--- config.mk ---
export PLATFORM = sky130hd
export DESIGN_NAME = cbm_step_scheduler
export DESIGN_NICKNAME = d
export VERILOG_FILES = /design/src/rtl/cbm_step_scheduler_pkg.sv /design/src/rtl/cbm_step_scheduler_substep_counter.sv /design/src/rtl/cbm_step_scheduler.sv
export SDC_FILE = /design/constraint.sdc
export NUM_CORES = 1
export LEC_CHECK = 0
export ABC_CLOCK_PERIOD_IN_PS = 2600
export CAP_MARGIN = 10
export CORE_ASPECT_RATIO = 0.8
export CORE_UTILIZATION = 60
export DETAILED_ROUTE_END_ITERATION = 10
export DONT_BUFFER_PORTS = 1
export PLACE_DENSITY_LB_ADDON = 0.2
export RECOVER_POWER = 25
export SLEW_MARGIN = 20
export SYNTH_ARGS = -nofsm -noshare
export SYNTH_HDL_FRONTEND = slang
export SYNTH_SLANG_ARGS = --single-unit
--- constraint.sdc ---
create_clock -name iCLK -period 2.6 [get_ports iCLK]
set_clock_uncertainty 0.15 [all_clocks]
set_input_delay 0.13 -clock iCLK [delete_from_list [all_inputs] [get_ports iCLK]]
set_output_delay 0.13 -clock iCLK [all_outputs]
set_load 0.01 [all_outputs]
--- src/rtl/cbm_step_scheduler_pkg.sv ---
// ============================================================================
// Module   : cbm_step_scheduler_pkg
// Purpose  : Shared definitions for the CBM step scheduler: default datapath
//            geometry (NI, WR mirror Parameter.vh) and the scheduler FSM
//            state encoding.
// Contents : c_NI, c_WR, c_NSUB defaults; schedState_t (IDLE/LOAD/RUN/DONE)
// Revision : 1.0  initial release
// ============================================================================
`default_nettype none

package cbm_step_scheduler_pkg;

    // Defaults mirrored from Parameter.vh (DECLARE_PARAMETERS)
    localparam int c_NI   = 4;      // input-state element count
    localparam int c_WR   = 8;      // bits per element
    localparam int c_NSUB = 256;    // encoder beats per time step

    typedef enum logic [1:0] {
        ST_IDLE = 2'd0,
        ST_LOAD = 2'd1,
        ST_RUN  = 2'd2,
        ST_DONE = 2'd3
    } schedState_t;

endpackage

`default_nettype wire

--- src/rtl/cbm_step_scheduler_substep_counter.sv ---
// ============================================================================
// Module   : SubstepCounter
// Purpose  : Modulo-NSUB beat counter for one reservoir time step.
//            Clear has priority over enable. oTerminal is combinational and
//            flags the beat that carries the count NSUB-1 (only when enabled).
// Ports    : clk, rst (async, active-high), iClear, iEnable -> oTerminal
// Revision : 1.0  initial release
// ============================================================================
`default_nettype none

module SubstepCounter
    import cbm_step_scheduler_pkg::*;
#(
    parameter int NSUB = c_NSUB
) (
    input  logic clk,
    input  logic rst,
    input  logic iClear,
    input  logic iEnable,
    output logic oTerminal
);

    localparam int CW = (NSUB > 1) ? $clog2(NSUB) : 1;
    localparam logic [CW-1:0] c_LAST = CW'(NSUB - 1);

    logic [CW-1:0] r_count;

    assign oTerminal = iEnable && (r_count == c_LAST);

    always_ff @(posedge clk or posedge rst) begin
        if (rst) begin
            r_count <= '0;
        end else if (iClear) begin
            r_count <= '0;
        end else if (iEnable) begin
            // Explicit wrap so non-power-of-two NSUB still counts 0..NSUB-1
            r_count <= oTerminal ? '0 : r_count + CW'(1);
        end
    end

endmodule

`default_nettype wire

--- src/rtl/cbm_step_scheduler.sv ---
// ============================================================================
// Module   : cbm_step_scheduler
// Purpose  : Sequences reservoir time steps into the CBM encoder. Each step
//            accepts one input-state word upstream, holds it, and replays it
//            on the encoder input-state channel for exactly NSUB beats.
//            A host start pulse launches a run of iNumSteps steps.
// Ports    : iCLK, iRST (async, active-high)
//            iStart, iNumSteps          run control
//            oBusy, oStepDone, oRunDone, oStepCount, oWashout  status
//            *_AS_InputState            upstream sample channel (valid/ready)
//            *_BM_InputState            encoder input-state channel
// Options  : CBM_SCHED_WASHOUT_EN - flag the first WASHOUT steps on oWashout;
//            when undefined oWashout is tied low.
// Revision : 1.0  initial release
// ============================================================================
`default_nettype none

module cbm_step_scheduler
    import cbm_step_scheduler_pkg::*;
#(
    parameter int NI      = c_NI,
    parameter int WR      = c_WR,
    parameter int NSUB    = c_NSUB,
    parameter int SW      = 16,
    parameter int WASHOUT = 8
) (
    input  logic             iCLK,
    input  logic             iRST,
    input  logic             iStart,
    input  logic [SW-1:0]    iNumSteps,
    output logic             oBusy,
    output logic             oStepDone,
    output logic             oRunDone,
    output logic [SW-1:0]    oStepCount,
    output logic             oWashout,
    input  logic             iValid_AS_InputState,
    output logic             oReady_AS_InputState,
    input  logic [NI*WR-1:0] iData_AS_InputState,
    output logic             oValid_BM_InputState,
    input  logic             iReady_BM_InputState,
    output logic [NI*WR-1:0] oData_BM_InputState
);

    localparam int c_DW = NI * WR;

    if (NSUB < 2) begin : g_nsubCheck
        $error("cbm_step_scheduler: NSUB must be at least 2");
    end
    if (WASHOUT < 0) begin : g_washoutCheck
        $error("cbm_step_scheduler: WASHOUT must be non-negative");
    end

    schedState_t     r_state;
    logic [SW-1:0]   r_numSteps;
    logic [SW-1:0]   r_stepCount;
    logic [c_DW-1:0] r_hold;
    logic            r_busy;
    logic            r_readyAs;
    logic            r_validBm;
    logic            r_runDone;

    logic            w_upXfer;
    logic            w_beat;
    logic            w_lastBeat;
    logic [SW-1:0]   w_nextCount;

    // r_readyAs is high exactly in LOAD, r_validBm exactly in RUN
    assign w_upXfer    = r_readyAs & iValid_AS_InputState;
    assign w_beat      = r_validBm & iReady_BM_InputState;
    assign w_nextCount = r_stepCount + SW'(1);

    SubstepCounter #(
        .NSUB (NSUB)
    ) u_substep (
        .clk       (iCLK),
        .rst       (iRST),
        .iClear    (w_upXfer),
        .iEnable   (w_beat),
        .oTerminal (w_lastBeat)
    );

    // FSM with the handshake/status flags registered alongside the state
    always_ff @(posedge iCLK or posedge iRST) begin
        if (iRST) begin
            r_state     <= ST_IDLE;
            r_numSteps  <= '0;
            r_stepCount <= '0;
            r_hold      <= '0;
            r_busy      <= 1'b0;
            r_readyAs   <= 1'b0;
            r_validBm   <= 1'b0;
            r_runDone   <= 1'b0;
        end else begin
            unique case (r_state)
                ST_IDLE: begin
                    if (iStart) begin
                        r_stepCount <= '0;
                        r_busy      <= 1'b1;
                        if (iNumSteps != '0) begin
                            r_numSteps <= iNumSteps;
                            r_readyAs  <= 1'b1;
                            r_state    <= ST_LOAD;
                        end else begin
                            r_runDone  <= 1'b1;
                            r_state    <= ST_DONE;
                        end
                    end
                end
                ST_LOAD: begin
                    if (w_upXfer) begin
                        r_hold    <= iData_AS_InputState;
                        r_readyAs <= 1'b0;
                        r_validBm <= 1'b1;
                        r_state   <= ST_RUN;
                    end
                end
                ST_RUN: begin
                    if (w_lastBeat) begin
                        r_stepCount <= w_nextCount;
                        r_validBm   <= 1'b0;
                        if (w_nextCount == r_numSteps) begin
                            r_runDone <= 1'b1;
                            r_state   <= ST_DONE;
                        end else begin
                            r_readyAs <= 1'b1;
                            r_state   <= ST_LOAD;
                        end
                    end
                end
                ST_DONE: begin
                    r_runDone <= 1'b0;
                    r_busy    <= 1'b0;
                    r_state   <= ST_IDLE;
                end
                default: begin
                    r_state <= ST_IDLE;
                end
            endcase
        end
    end

    assign oBusy                = r_busy;
    assign oRunDone             = r_runDone;
    assign oStepCount           = r_stepCount;
    assign oReady_AS_InputState = r_readyAs;
    assign oValid_BM_InputState = r_validBm;
    // Final-beat pulse must coincide with the beat itself, so it is decoded
    assign oStepDone            = w_lastBeat;
    // Hold register is only exposed while the step is being replayed
    assign oData_BM_InputState  = r_validBm ? r_hold : '0;

`ifdef CBM_SCHED_WASHOUT_EN
    assign oWashout = r_busy && (int'(r_stepCount) < WASHOUT);
`else
    assign oWashout = 1'b0;
`endif

endmodule

`default_nettype wire

After elaboration in Yosys (flattened, before gate mapping)
Cells that the tools add are included.
{"block": "word_totals", "reg_bits": 78, "input_bits": 53, "output_inout_bits": 54, "elab_cells": 71}
{"block": "classes", "add_sub_neg": 2, "n_eq_ne": 12, "n_mux": 29, "bitwise": 2, "reduce_logical": 17}
{"op": "2-to-1 mux 16 bit", "n": 2}
{"op": "2-to-1 mux 32 bit", "n": 1}
{"op": "one-hot mux 16 bit (2 select lines)", "n": 1}
{"op": "2-to-1 mux 8 bit", "n": 3}
{"op": "adder 16 x 1 -> 16 bit (second input constant)", "n": 1}
{"op": "== test 16 bit", "n": 1}
{"op": "nonzero test 16 bit", "n": 1}
{"op": "2-to-1 mux 1 bit", "n": 12}
{"op": "AND reduction 3 bit", "n": 4}
{"op": "2-to-1 mux 2 bit", "n": 5}
{"op": "!= test 2 bit (second input constant)", "n": 5}
{"op": "adder 8 x 1 -> 8 bit (second input constant)", "n": 1}
{"op": "== test 8 bit (second input constant)", "n": 1}
{"op": "one-hot mux 2 bit (4 select lines)", "n": 1}
{"op": "nonzero test 2 bit", "n": 4}
{"op": "one-hot mux 1 bit (3 select lines)", "n": 2}
{"op": "AND reduction 6 bit", "n": 1}
{"op": "nonzero test 3 bit", "n": 2}
{"op": "AND reduction 5 bit", "n": 1}
{"op": "== test 2 bit (second input constant)", "n": 2}
{"op": "!= test 2 x 1 -> 1 bit (second input constant)", "n": 2}
{"op": "one-hot mux 1 bit (2 select lines)", "n": 2}
{"op": "AND reduction 2 bit", "n": 2}
{"op": "AND 1 bit", "n": 2}
{"op": "3 further kinds", "n": 3}

Depth between registers and ports, before layout
{"block": "depth", "word_depth": 5, "ltp_mapped": 8, "mapped_depth_nobuf": 7}

Modules after synthesis
From an unflattened synthesis, not the netlist that was laid out.
{"block": "unflattened", "hier_cells": 400, "area_unflattened_um2": 4325.4}
{"mod": "cbm_step_scheduler", "instances": 1, "cells_per_inst": 353, "area_each_um2": 3862.5, "seq_area_each_um2": 1751.7}
{"mod": "SubstepCounter", "instances": 1, "cells_per_inst": 47, "area_each_um2": 462.9, "seq_area_each_um2": 200.2}

Worst setup path before layout
No wires, ideal clock.
{"block": "synth_path", "path_kind": "register -> register", "start": "register r_stepCount[0] (netlist: oStepCount[0])", "end": "register r_readyAs (netlist: oReady_AS_InputState)", "setup_time_ns": 0.120, "arrival_ns": 2.164, "t_required_ns": 2.330, "setup_slack_ns": 0.167, "stages_incl_launch_ff": 9, "n_path_buf": 1, "period_less_slack_ns": 2.433, "cell_sequence": "dfrtp_1 -> ha_1 -> buf_2 -> inv_1 -> or4_4 -> xnor2_1 -> a221oi_1 -> nand4_1 -> a31o_1"}
{"block": "synth_between", "elab_chain_len": 4}
{"element": "start, declared", "line_no": "cbm_step_scheduler.sv:55", "source": "logic [SW-1:0] r_stepCount;"}
{"element": "start signal, assigned", "line_no": "cbm_step_scheduler.sv:119", "source": "r_stepCount <= w_nextCount;"}
{"element": "adder 16 x 1 -> 16 bit", "line_no": "cbm_step_scheduler.sv:70", "source": "assign w_nextCount = r_stepCount + SW'(1);"}
{"element": "== test 16 bit", "line_no": "cbm_step_scheduler.sv:121", "source": "if (w_nextCount == r_numSteps) begin"}
{"element": "!= test 2 bit (no line)"}
{"element": "AND reduction 6 bit (no line)"}
{"element": "end signal, assigned", "line_no": "cbm_step_scheduler.sv:90", "source": "r_readyAs <= 1'b0;"}
{"element": "end signal, assigned", "line_no": "cbm_step_scheduler.sv:112", "source": "r_readyAs <= 1'b0;"}
{"element": "end signal, assigned", "line_no": "cbm_step_scheduler.sv:125", "source": "r_readyAs <= 1'b1;"}
{"element": "end, declared", "line_no": "cbm_step_scheduler.sv:58", "source": "logic r_readyAs;"}
No other way between the ends.
A chain may end at the register's enable or synchronous reset.

Final worst setup path
{"block": "layout_path", "start": "register u_substep.r_count[0]", "end": "register r_stepCount[14] (netlist: oStepCount[14])"}
{"block": "layout_between", "elab_chain_len": 4}
{"element": "start, declared", "line_no": "cbm_step_scheduler_substep_counter.sv:26", "source": "logic [CW-1:0] r_count;"}
{"element": "start signal, assigned", "line_no": "cbm_step_scheduler_substep_counter.sv:37", "source": "r_count <= oTerminal ? '0 : r_count + CW'(1);"}
{"element": "== test 8 bit", "line_no": "cbm_step_scheduler_substep_counter.sv:28", "source": "assign oTerminal = iEnable && (r_count == c_LAST);"}
{"element": "logical AND 1 bit", "line_no": "cbm_step_scheduler_substep_counter.sv:28"}
{"element": "!= test 2 x 1 -> 1 bit (no line)"}
{"element": "AND reduction 3 bit (no line)"}
No other way between the ends.

==> results.sh <==
export IMPL_ir_drop_mv=0.6158
export IMPL_synth_seq_cells=78
export IMPL_post_dp_cell_area_sq_um=4268
export IMPL_synth_edf_count=0
export IMPL_ios=107
export IMPL_whs_endpoint="r_state[0]"
export IMPL_clock_latency_ps=360
export IMPL_nNetsFinal=513
export IMPL_diodes=0
export IMPL_power_density_nw_per_um2=890.4
export IMPL_synth_avg_cell_area_sq_um=10.41
export IMPL_hold_path_class="in -> reg"
export IMPL_maxCapViolCount=1
export IMPL_clk_pin_slew_ps=90
export IMPL_grt_max_degree=42
export IMPL_gp_congestion=0.9373
export IMPL_required_ps=2690
export IMPL_syn_to_final_growth_pct=21.78
export IMPL_grt_total_usage=0.3172
export IMPL_status="complete, but fails checks"
export IMPL_reg2reg_depth=5
export IMPL_row_count=26
export IMPL_rsz0062_at_grt="false"
export IMPL_timing_fmax_ghz=0.4170
export IMPL_leakage_uw=0.002092
export IMPL_overflow=0
export IMPL_core_sq_um=6474
export IMPL_cp_top_family="simple AND/OR/NAND/NOR gates"
export IMPL_synth_async_reset_ratio=1.000
export IMPL_worstReg2RegStart="u_substep.r_count[0]"
export IMPL_die_x_microns=94.19
export IMPL_syn_cell_area_sq_um=4079
export IMPL_fin_tns_setup_ps=0
export IMPL_violations="capacitance limit, slew limit"
export IMPL_netlist_instances=392
export IMPL_final_area_sq_um=4967
export IMPL_rrSetupSlack_ps=200
export IMPL_cts_tree="done"
export IMPL_worstReg2RegEnd="oStepCount[14]"
export IMPL_tightest_slew_ps=1532
export IMPL_ys_types=47
export IMPL_max_clock_path_buffers=2
export IMPL_crit_path_end_kind="flip-flop"
export IMPL_crit_path_max_fanout=19
export IMPL_critPathBufInv=0
export IMPL_hold_viol=0
export IMPL_synth_top_cell_area_share=0.4785
export IMPL_drv_slew=42
export IMPL_grt_pass1_wl_mm=16.61
export IMPL_h_tree_depth=3
export IMPL_fp_dieH_microns=75.75
export IMPL_synth_area_leader_cell="dfrtp_1"
export IMPL_yosysSeqAreaShare=0.4785
export IMPL_post_route_cells_drive_above_1_share=0.1965
export IMPL_ant_nets=0
export IMPL_min_period_over_period=0.9222
export IMPL_ctsResizeCount=0
export IMPL_synth_warnings=0
export IMPL_critPathArrivalTime_ps=2490
export IMPL_grt_pass1_vias=3166
export IMPL_hold_ws_ps=32.18
export IMPL_cp_start_kind="flip-flop"
export IMPL_numCtsBuffers=9
export IMPL_finalSetupViolations=0
export IMPL_numPortBuffers=0
export IMPL_crit_slowest_cell="nand2_1"
export IMPL_dp_hpwl_mm=6.997
export IMPL_critPathMaxStageDelay_ps=510
export IMPL_drc=0
export IMPL_vias_per_cell=6.016
export IMPL_cts_root_buf="clkbuf_8"
export IMPL_initial_utilization=0.6301
export IMPL_drt_initial_drc_count=241
export IMPL_post_route_min_period_ps=2398
export IMPL_synthTopCellsByArea="dfrtp_1 48%, mux2_2 13%, and2_1 5.8%"
export IMPL_crit_chain="ha_1 > nand4_1 > nor3_1 > nand2_1 > o31ai_1"
export IMPL_synth_ff_type="dfrtp_1"
export IMPL_hp_start="iStart"
export IMPL_hold_depth=3
export IMPL_wl_per_cell_microns=19.50
export IMPL_cts_sinks=78
export IMPL_antenna_found_initial=0
export IMPL_vias=3291
export IMPL_dieArea_sq_um=7134
export IMPL_final_common_cell="dfrtp_1"
export IMPL_relSlewSlack=-0.02216
export IMPL_fillers=433
export IMPL_wirelength_mm=10.67
export IMPL_final_cell_mix="78 x dfrtp_1, 53 x dlygate4sd3_1, 48 x mux2_2"
export IMPL_detail_route_first_pass_iterations=5
export IMPL_syn_nets=447
export IMPL_path_class="reg -> reg"
repair_timing:
item / in CTS / in global routing
hold buffers: 53 / 0
endpoints found under the hold margin: 97 / 0
setup buffers: 0 / 0
metal layers:
| layer | vias to the layer above | routed length (microns) | global-route usage |
|---|---|---|---|
| met5 | - | 0 | 0 |
| li1 | 1503 | - | - |
| met1 | 1593 | 4446 | 0.4313 |
| met3 | 21 | 989 | 0.08882 |
| met4 | 0 | 161 | 0.1060 |
| met2 | 174 | 5069 | 0.4968 |
worst max path at each step:
stage,startpoint,endpoint,slack [ps],cells after the start
after global routing,oStepCount[8],oReady_AS_InputState,40,6
after detailed placement,oStepCount[8],oReady_AS_InputState,240,6
after CTS,oStepCount[8],oReady_AS_InputState,240,6
after floorplan,oStepCount[0],oReady_AS_InputState,170,8
after global placement,oStepCount[8],oReady_AS_InputState,350,6
final,u_substep.r_count[0],oStepCount[14],200,5
registers in the layout (all words and copies together) (netlist names):
register              flops
r_state                   2
oValid_BM_InputState      1
oStepCount               16
oBusy                     1
oReady_AS_InputState      1
u_substep.r_count         8
r_numSteps               16
r_hold                   32
oRunDone                  1
kinds of logic after synthesis:
kind of cell | share of synthesized area
muxes | 0.1325
other | 0.0009194
DFF | 0.4785
xor gates and xnor gates | 0.06442
and+or+nand+nor | 0.1975
buffers and inverters | 0.03282
adders and majority gates | 0.006134
AOI/OAI and AO/OA | 0.08712
power by group:
part / switching [uW] / total (uW) / internal, uW
logic: 774 / 1580 / 801
clock network: 476 / 853 / 377
registers: 343 / 1990 / 1650
total: 1590 / 4420 / 2830
synth_stat cells (2+ instances only):
| cell | number |
|---|---|
| o21ai_0 | 24 |
| inv_1 | 8 |
| nand3b_1 | 2 |
| nand4_1 | 11 |
| and4_1 | 3 |
| nand3_1 | 13 |
| o31ai_1 | 9 |
| ha_1 | 2 |
| nor4_1 | 5 |
| xor2_1 | 13 |
| mux2_2 | 48 |
| buf_2 | 6 |
| a211oi_1 | 2 |
| and2_1 | 38 |
| nand2b_1 | 2 |
| buf_4 | 2 |
| nand2_1 | 26 |
| dfrtp_1 | 78 |
| nor3b_1 | 2 |
| nor2_1 | 25 |
| a21oi_1 | 11 |
| nor3_1 | 7 |
| clkbuf_2 | 2 |
| xnor2_1 | 17 |
| nor2b_1 | 2 |
| clkbuf_1 | 13 |
layout make-up:
type                            count  area (sq um)  share of cell area
Sequential cell                    78          1952              0.3929
Clock inverter                      6         46.29            0.009320
Multi-Input combinational cell    283          1993              0.4013
Tap cell                           84         105.1             0.02116
Inverter                            8         30.03            0.006045
Timing Repair Buffer               78         703.2              0.1416
Clock buffer                       10         137.6             0.02771
stage by stage:
step / setup slack [ps] / total power [uW] / util / instances
6_report: 202.2 / 4423 / 0.7673 / 547
3_5_place_dp: 242.0 / 3452 / 0.6593 / 478
3_3_place_gp: 345.1 / 3388 / 0.6593 / 478
5_1_grt: 35.94 / 4658 / 0.7673 / 547
4_1_cts: 242.1 / 4369 / 0.7696 / 547
2_1_floorplan: 166.7 / 3135 / - / 392
worst register-to-register path: cells and delay by family (launching register included):
kind | cells | cell delay [ps]
AOI/OAI and AO/OA | 1 | 520
adders and majority gates | 1 | 210
DFF | 1 | 400
and+or+nand+nor | 3 | 1010
Note: power is estimated with default switching activity, not from simulation.
